`config.mk`:
```
export PLATFORM = sky130hd
export DESIGN_NAME = prod_accum
export DESIGN_NICKNAME = d
export VERILOG_FILES = /design/src/rtl/prod_accum.sv
export SDC_FILE = /design/constraint.sdc
export NUM_CORES = 1
export LEC_CHECK = 0
export CORE_MARGIN = 2
export CORE_UTILIZATION = 63
export DETAILED_ROUTE_END_ITERATION = 16
export DONT_BUFFER_PORTS = 1
export GPL_TIMING_DRIVEN = 0
export PLACE_DENSITY = 0.79
export SYNTH_ARGS = -nofsm -noshare
export SYNTH_HDL_FRONTEND = slang
export SYNTH_SLANG_ARGS = --single-unit
```
`constraint.sdc`:
```
create_clock -name clk -period 6.56 [get_ports clk]
set_input_delay 0.984 -clock clk [delete_from_list [all_inputs] [get_ports clk]]
set_output_delay 0.984 -clock clk [all_outputs]
set_load 0.005 [all_outputs]
```
`src/rtl/prod_accum.sv`:
```
// prod_accum: accumulator stage behind the 5-bit signed multiplier.
//
// It takes 10-bit product words {sign, 9-bit two's-complement result}
// through a valid/ready handshake. It sums a programmed number of them
// into a signed ACC_W-bit accumulator. When the run ends it shows the
// final sum together with a one-cycle acc_valid pulse.
//
// Parameters:
//   ACC_W  accumulator width, signed (minimum 10)
//   LEN_W  width of the term-count field
//
// Ports:
//   clk         rising-edge clock
//   rst_n       asynchronous active-low reset
//   start       begin a new run (sampled only in IDLE)
//   len         number of products in the run (sampled with start)
//   prod_in     product word: [9] operand-sign XOR, [8:0] signed result
//   prod_valid  prod_in is valid this cycle
//   prod_ready  block accepts prod_in this cycle
//   acc_out     accumulated signed sum
//   acc_valid   one-cycle pulse when acc_out is final for the run
//   busy        run in progress
//   sign_err    sticky per run: an accepted product had an inconsistent sign bit
//   ovf         sticky per run: the accumulator overflowed its signed range
//
// Optional feature:
//   PROD_ACCUM_SAT_EN  when defined, acc_out saturates on overflow.
//                      When undefined, acc_out wraps modulo 2^ACC_W.

module prod_accum #(
  parameter int ACC_W = 16,
  parameter int LEN_W = 4
) (
  input  logic             clk,
  input  logic             rst_n,
  input  logic             start,
  input  logic [LEN_W-1:0] len,
  input  logic [9:0]       prod_in,
  input  logic             prod_valid,
  output logic             prod_ready,
  output logic [ACC_W-1:0] acc_out,
  output logic             acc_valid,
  output logic             busy,
  output logic             sign_err,
  output logic             ovf
);

  typedef enum logic [1:0] {IDLE, ACCUM, DONE} state_t;

  state_t           state;
  state_t           next_state;
  logic [LEN_W-1:0] remaining;
  logic             transfer;
  logic [ACC_W-1:0] addend;
  logic [ACC_W-1:0] sum;
  logic             add_ovf;
  logic [ACC_W-1:0] next_acc;
  logic             sign_bad;

  assign transfer = (state == ACCUM) && prod_valid;

  // The sign bit is redundant with bit 8 of the result, so only bits 8:0
  // are sign-extended. Bit 9 is used only for the consistency check.
  assign addend   = {{(ACC_W-9){prod_in[8]}}, prod_in[8:0]};
  assign sum      = acc_out + addend;
  assign add_ovf  = (addend[ACC_W-1] == acc_out[ACC_W-1]) &&
                    (sum[ACC_W-1] != acc_out[ACC_W-1]);
  assign sign_bad = (prod_in[8:0] != 9'd0) && (prod_in[9] != prod_in[8]);

  // Value that acc_out takes on a transfer. With saturation, the clamp
  // direction follows the sign of the old accumulator. An overflow only
  // happens when both operands share that sign.
`ifdef PROD_ACCUM_SAT_EN
  always_comb begin
    next_acc = sum;
    if (add_ovf) begin
      if (acc_out[ACC_W-1])
        next_acc = {1'b1, {(ACC_W-1){1'b0}}};
      else
        next_acc = {1'b0, {(ACC_W-1){1'b1}}};
    end
  end
`else
  assign next_acc = sum;
`endif

  // State register
  always_ff @(posedge clk or negedge rst_n) begin
    if (!rst_n)
      state <= IDLE;
    else
      state <= next_state;
  end

  // Next-state logic and the handshake/status outputs decoded from state.
  // DONE always lasts exactly one cycle and then returns to IDLE.
  always_comb begin
    next_state = state;
    prod_ready = 1'b0;
    busy       = 1'b0;
    acc_valid  = 1'b0;
    case (state)
      IDLE: begin
        if (start)
          next_state = (len != '0) ? ACCUM : DONE;
      end
      ACCUM: begin
        prod_ready = 1'b1;
        busy       = 1'b1;
        if (transfer && (remaining == LEN_W'(1)))
          next_state = DONE;
      end
      DONE: begin
        acc_valid  = 1'b1;
        next_state = IDLE;
      end
      default: next_state = IDLE;
    endcase
  end

  // Datapath. Any accepted start clears the sum and the sticky flags, so a
  // len=0 run reports zero with clean status.
  always_ff @(posedge clk or negedge rst_n) begin
    if (!rst_n) begin
      acc_out   <= '0;
      remaining <= '0;
      sign_err  <= 1'b0;
      ovf       <= 1'b0;
    end else if (state == IDLE && start) begin
      acc_out   <= '0;
      remaining <= len;
      sign_err  <= 1'b0;
      ovf       <= 1'b0;
    end else if (transfer) begin
      acc_out   <= next_acc;
      remaining <= remaining - LEN_W'(1);
      sign_err  <= sign_err | sign_bad;
      ovf       <= ovf | add_ovf;
    end
  end

endmodule

```
==> results of run 1 <==
## power breakdown
part           total [mW]  internal (mW)  switching, mW
Clock              0.0820         0.0340         0.0480
Sequential          0.282          0.215         0.0667
Combinational       0.464          0.203          0.262
## area by class of cell
cell class	count	share of cell area, %
well taps	30	2.120
flip-flops and latches	24	33.92
plain buffers	5	1.272
inverters	9	1.908
clock buffers	4	2.049
multi-input cells	152	58.73
## critical path, delay by kind of cell
family | cells | cell delay (ns)
adder cells (fa/ha/maj) | 2 | 0.55
AND/OR/NAND/NOR | 1 | 0.20
XOR/XNOR | 1 | 0.14
AO/OA/AOI/OAI | 5 | 0.93
buffers and inverters | 1 | 0.06
## logic make-up (layout without fill, tap and decap cells)
group | count (synthesis) | after routing | share of synthesized area (%)
buffers and inverters | 14 | 18 | 3.318
AOI/OAI and AO/OA | 63 | 63 | 23.97
xor gates and xnor gates | 12 | 12 | 6.195
muxes | 2 | 2 | 1.180
and+or+nand+nor | 57 | 57 | 16.23
adders and majority gates | 18 | 18 | 13.72
DFF | 24 | 24 | 35.40
## placed cells by master, fill, tap and decap left out, types with 3 or more instances in the layout
master    synthesis  routed
dfrtp_1          24      24
nand2_1          23      23
ha_1             17      17
o21ai_1          16      16
a21oi_1          13      13
nor2_1           12      12
o21ai_0          10      10
inv_1             9       9
xor2_1            7       7
nand2b_1          6       6
xnor2_1           5       5
clkbuf_1          4       4
a211oi_1          3       3
o21a_1            3       3
a21o_1            3       3
a22o_1            3       3
clkbuf_4          0       3
## routing by layer
| metal | GRT usage, % | up-vias |
|---|---|---|
| met4 | 6.122 | 0 |
| met3 | 4.651 | 3 |
| met2 | 43.54 | 38 |
| li1 | - | 691 |
| met1 | 31.44 | 653 |
| met5 | 0 | - |
## how the worst max path moves through the flow
stage | end | startpoint | depth (start not counted) | slack, ns
3_3_place_gp | acc_out[14]$_DFFE_PN0P_ | prod_in[0] | 10 | 3.63
2_1_floorplan | acc_out[15]$_DFFE_PN0P_ | prod_in[8] | 8 | 3.78
6_report | acc_out[14]$_DFFE_PN0P_ | prod_in[0] | 10 | 3.91
3_5_place_dp | acc_out[15]$_DFFE_PN0P_ | prod_in[1] | 8 | 3.61
5_1_grt | acc_out[14]$_DFFE_PN0P_ | prod_in[0] | 10 | 3.76
4_1_cts | acc_out[14]$_DFFE_PN0P_ | prod_in[0] | 10 | 3.94
## flip-flops by register name, summed over array words and instances (netlist names)
name	flops
state	2
sign_err	1
ovf	1
remaining	4
acc_out	16
## per-stage QoR
stage,hold WS (ns),worst slack [ns]
after floorplan,0.4752,3.779
after global placement,0.4970,3.630
after detailed placement,0.5095,3.607
after CTS,0.3297,3.943
after global routing,0.3131,3.764
final,0.3249,3.909
==> summary.md, run 1 <==
| Metric | Value |
|---|---|
| Status | finished, final reports clean |
| Clk_lat worst skew | approximately 0.33 ns |
| Fin crit share | 40.41% |
| Synth cell types | 41 |
| Setup TNS Final | 0 ns |
| Worst Path Arrival | ~2.9 ns |
| Non-Filler Instances | 224 |
| Final WL | approximately 3500 um |
| Ys flop type | dfrtp_1 |
| Root Driver | clkbuf_4 |
| Row cnt | 18 |
| DP Cell Count | 220 |
| CTS Sinks | 24 |
| Reg area | 600.6 sq um |
| Area after DPL | 1734 sq um |
| Max stage delay cell, worst path | fa_1 |
| IO Port Bufs | 0 |
| Max-slew headroom | 33.95% |
| Area growth syn-to-layout | 4.351% |
| Die X | around 56 um |
| Yosys top cell by area | dfrtp_1 |
| Yosys top cell area share | 35.40% |
| Total power | 0.8281 mW |
| Worst Max-Slew Pin Slew | ~1 ns |
| CORE AREA | between 2000 and 3000 sq um |
| Cell Chain, Critical Path | ha_1 -> inv_1 -> fa_1 -> nand2b_1 -> a21oi_1 -> o21ai_1 -> o21a_1 -> o21ai_1 -> xnor2_1 -> o21ai_1 |
| Vias in the first global route | between 1000 and 1500 |
| Drc violations | 0 |
| PostCTS Resize Cnt | 0 |
| Most frequent cell after synthesis | dfrtp_1 |
| Top cells by area, synth | dfrtp_1, ha_1, nand2_1 |
| Syn Inst Count | 190 |
| Fmax | 0.3773 GHz |
| # setup viols final | 0 |
| Crit path kind | in -> reg |
| Filler Cells Inserted | 204 |
| Crit. End Element | flip-flop |
| Largest stage delay, worst path | ~0.37 ns |
| Area of the multi-input gates | 1040 sq um |
| Total Die Area | between 3000 and 4000 sq um |
| CTS tree | done |
| CP max FO | 3 |
| Vias per cell | between 6 and 7 |
| Routed wl met3 | between 150 and 200 um |
| RR Endpoint | acc_out[14]$_DFFE_PN0P_ |
| Post-CTS Setup Bufs | 0 |
| Tot GR Track Use | 24.75% |
| Tmin final | 2.651 ns |
| Syn Nets | between 200 and 250 |
| Via count of the routed design | 1385 |
| Clock skew | ~0.0058 ns |
| Design area | 1770 sq um |
| Wire per inst | about 16 um |
| R2r setup slk | slightly above 4 ns |
| FF-to-FF Start | acc_out[0]$_DFFE_PN0P_ |
| Most frequent CP cell | o21ai_1 |
| GRT Residual Overflow | 0 |
| Clk pin slew, worst setup/hold paths | roughly 0.14 ns |
| First-pass GRT wire length | a little over 6000 um |
| Synth Warn # | 0 |
| Initial antenna violation count | 0 |
| Initial core utilization | a little under 70% |
| Crit start category | input pin |
| DP HPWL | 2676 um |
| Post-synth EDFFs | 0 |
| Commonest cells in the netlist | dfrtp_1, nand2_1, ha_1 |
| Hold Buf Count CTS | 0 |
| CTS max path bufs | 2 |
| Synth Register Bits | 24 |
| Placer Congestion | about 0.85 |
| Post-Route M1 WL | 1545 um |
| Hold Fails Final Rpt | 0 |
| I/O pins | 39 |
| Pre-Repair DR Iteration Count | 4 |
| Worst vdd ir | 0.2747 mV |
| DR iter-0 viols | 66 |
| Diodes inserted | 0 |
| MaxCap Viol Count | 0 |
| Routed wl met2 | around 1800 um |
| Routed Antenna Nets | 0 |
| Reg2reg path depth | 10 |
| Final Max Slew Viols | 0 |
| Pin count of the biggest net entering global routing | 25 |
| Layout Utilization | 70.19% |
| RSZ-0062 raised after global routing | no |
| Pwr dens | approximately 470 nW/um^2 |
| Worst Hold Class | in -> async |
| Max layer used | met4 |
| Syn Area/Cell | between 8 and 9 sq um |
| CTS Buf Count | 3 |
| H-tree Lvls | 1 |
| Die Span Y | about 56 um |
| Lkg Pwr | 0.7909 nW |
| Net count, final | around 230 |
| FFs w/ async S/R, synth | between 90% and 100% |
| Share of cells above drive strength 1 | under 10% |
| Mapped Area | 1697 sq um |
| Register area share after synthesis | around 35% |
| CP Data Required Time | a little under 7 ns |
Power figures use the tool's default switching activity.
==> run 2: changes to the inputs <==
Settings changed: CORE_UTILIZATION 63 to 57, PLACE_DENSITY 0.79 to 0.75.
Clock period 6.56 ns to 2.2 ns, I/O delays scaled along.
==> run 2 against run 1 <==
  * Clock skew is 0.0015 ns higher
  * Clock power increased to 4.0 times the previous value
  * Critical path type is now reg -> reg
  * Hold slack lost 0.22 ns
  * Critical endpoint is now acc_out[15]$_DFFE_PN0P_
  * Non-clock buffer count increased by 13
  * Cell count grew 6.3%
  * Critical path depth down 2
==> summary.md, run 2 (synthesis results as in run 1) <==
| Metric | Value |
|---|---|
| Worst Hold Class | in -> reg |
| FF-to-FF Start | acc_out[12]$_DFFE_PN0P_ |
| Total Die Area | 3429 sq um |
| DP Worst Slack | -0.2554 ns |
| CTS Sinks | 24 |
| Hold Path Sink | remaining[2]$_DFFE_PN0P_ |
| Layout Utilization | 75.66% |
| Final Max Slew Viols | 0 |
| Clock skew | ~0.0073 ns |
| Via count of the routed design | between 1500 and 2000 |
| H-tree Lvls | 1 |
| Tmin final | 2.139 ns |
| Worst vdd ir | 1.080 mV |
| Reg2reg path depth | 8 |
| Hold slack final | around 0.10 ns |
| Drc violations | 0 |
| Area growth syn-to-layout | 24.04% |
| Reg with most FFs | acc_out |
| Net count, final | 244 |
| Worst Max-Slew Pin Slew | ~1.1 ns |
| Pin count of the biggest net entering global routing | 25 |
| Diodes inserted | 0 |
| Routed Antenna Nets | 0 |
| Initial core utilization | 61.00% |
| I/O pins | 39 |
| Crit. End Element | flip-flop |
| First-pass GRT wire length | 6893 um |
| CTS max path bufs | 2 |
| CORE AREA | around 2800 sq um |
| Die X | between 50 and 60 um |
| Setup ws final | about 0.061 ns |
| Wire per inst | between 15 and 20 um |
| RR Endpoint | acc_out[15]$_DFFE_PN0P_ |
| Fin crit share | between 90% and 100% |
| Lkg Pwr | slightly below 0.9 nW |
| Max-slew headroom | between 20% and 30% |
| Row cnt | 19 |
| DR iter-0 viols | between 90 and 100 |
| GRT Residual Overflow | 0 |
| R2r setup slk | between 0.06 and 0.07 ns |
| Share of cells above drive strength 1 | 26.57% |
| # setup viols final | 0 |
| Crit start category | flip-flop |
| MaxCap Viol Count | 0 |
| IO Port Bufs | 0 |
| Hold Crit Start | len[2] |
| Placer Congestion | roughly 0.88 |
| Most common cell after layout, fill and taps aside | nand2_1 |
| Tot GR Track Use | 26.04% |
| Die Span Y | between 50 and 60 um |
| Most frequent cells in the layout | nand2_1, dfrtp_1, buf_4 |
| Area after DPL | about 1700 sq um |
| Fmax | between 0.4 and 0.5 GHz |
| DP HPWL | roughly 2800 um |
| Pwr dens | 1460 nW/um^2 |
| Pre-Repair DR Iteration Count | 5 |
| Final WL | 4298 um |
| Root Driver | clkbuf_4 |
| RSZ-0062 raised after global routing | yes |
| Design area | roughly 2100 sq um |
| Clk_lat worst skew | 0.33 ns |
| CP max FO | 4 |
| Status | finished, final reports clean |
| Vias in the first global route | 1567 |
| Hold Fails Final Rpt | 0 |
| Hold path depth | 2 |
| Clk pin slew, worst setup/hold paths | approximately 0.14 ns |
| CTS tree | done |
| CTS Buf Count | 3 |
| Worst Path Arrival | about 2.4 ns |
| Registers with the most flip-flops | acc_out x16, remaining x4, state x2 |
| Initial antenna violation count | 0 |
| Number of flip-flops in the largest register | 16 |
| Vias per cell | between 6 and 7 |
| CP Data Required Time | around 2.5 ns |
| Crit path kind | reg -> reg |
==> run 2: final cells by class <==
| type | instances | area, sq um |
|---|---|---|
| well taps | 31 | 38.79 |
| clock inverters | 1 | 30.03 |
| plain buffers | 4 | 18.77 |
| flip-flops and latches | 24 | 606.8 |
| clock buffers | 3 | 22.52 |
| fillers | 197 | 676.9 |
| inverters | 9 | 33.78 |
| repair buffers | 14 | 107.6 |
| multi-input cells | 152 | 1246 |
==> run 2: power by group <==
group          switching (mW)  internal (mW)  leakage (nW)  total [mW]
logic                   0.948          0.905         0.567        1.85
registers               0.238          0.649         0.295       0.887
clock network           0.148          0.184        0.0279       0.332
==> run 2: what timing repair did <==
item | CTS | global route
hold buffers | 1 | 0
gates resized for setup | 11 | 27
pin swaps | 6 | 21
setup buffers | 3 | 10
setup endpoints to repair | 7 | 20
endpoints found under the hold margin | 24 | 0
==> run 2: how the worst max path moves through the flow <==
stage / cells past startpoint / end / start / slack (ns)
after global placement: 8 / acc_out[15]$_DFFE_PN0P_ / acc_out[1]$_DFFE_PN0P_ / -0.16
after detailed placement: 8 / acc_out[15]$_DFFE_PN0P_ / acc_out[1]$_DFFE_PN0P_ / -0.26
final: 8 / acc_out[15]$_DFFE_PN0P_ / acc_out[12]$_DFFE_PN0P_ / 0.06
after floorplan: 8 / acc_out[15]$_DFFE_PN0P_ / acc_out[12]$_DFFE_PN0P_ / 0.02
after global routing: 8 / acc_out[15]$_DFFE_PN0P_ / acc_out[6]$_DFFE_PN0P_ / -0.08
after CTS: 10 / acc_out[12]$_DFFE_PN0P_ / acc_out[0]$_DFFE_PN0P_ / 0.004
==> run 2: metrics by stage <==
step | cells | total power [mW] | setup TNS, ns
floorplan | 190 | 1.953 | 0
global placement | 221 | 2.165 | -0.4931
detailed placement | 221 | 2.238 | -0.8368
CTS | 229 | 2.710 | 0
global route | 238 | 3.346 | -0.2174
finish | 238 | 3.072 | 0
==> run 2: per-layer routing <==
metal / GRT usage [%] / vias to the layer above / wire, um
met4: 8.970 / 0 / 88
met1: 30.21 / 721 / 1759
met3: 5.275 / 13 / 241
met5: 0 / - / 0
met2: 47.35 / 55 / 2209
li1: - / 721 / -
==> run 2: critical path, cell delays in order, from the launching register on <==
cell      delay, ns
dfrtp_2        0.47
ha_4           0.26
a21o_1         0.15
a21o_1         0.19
a211oi_2       0.25
o31ai_4        0.14
xnor2_2        0.16
or3_1          0.38
o21ai_1        0.08
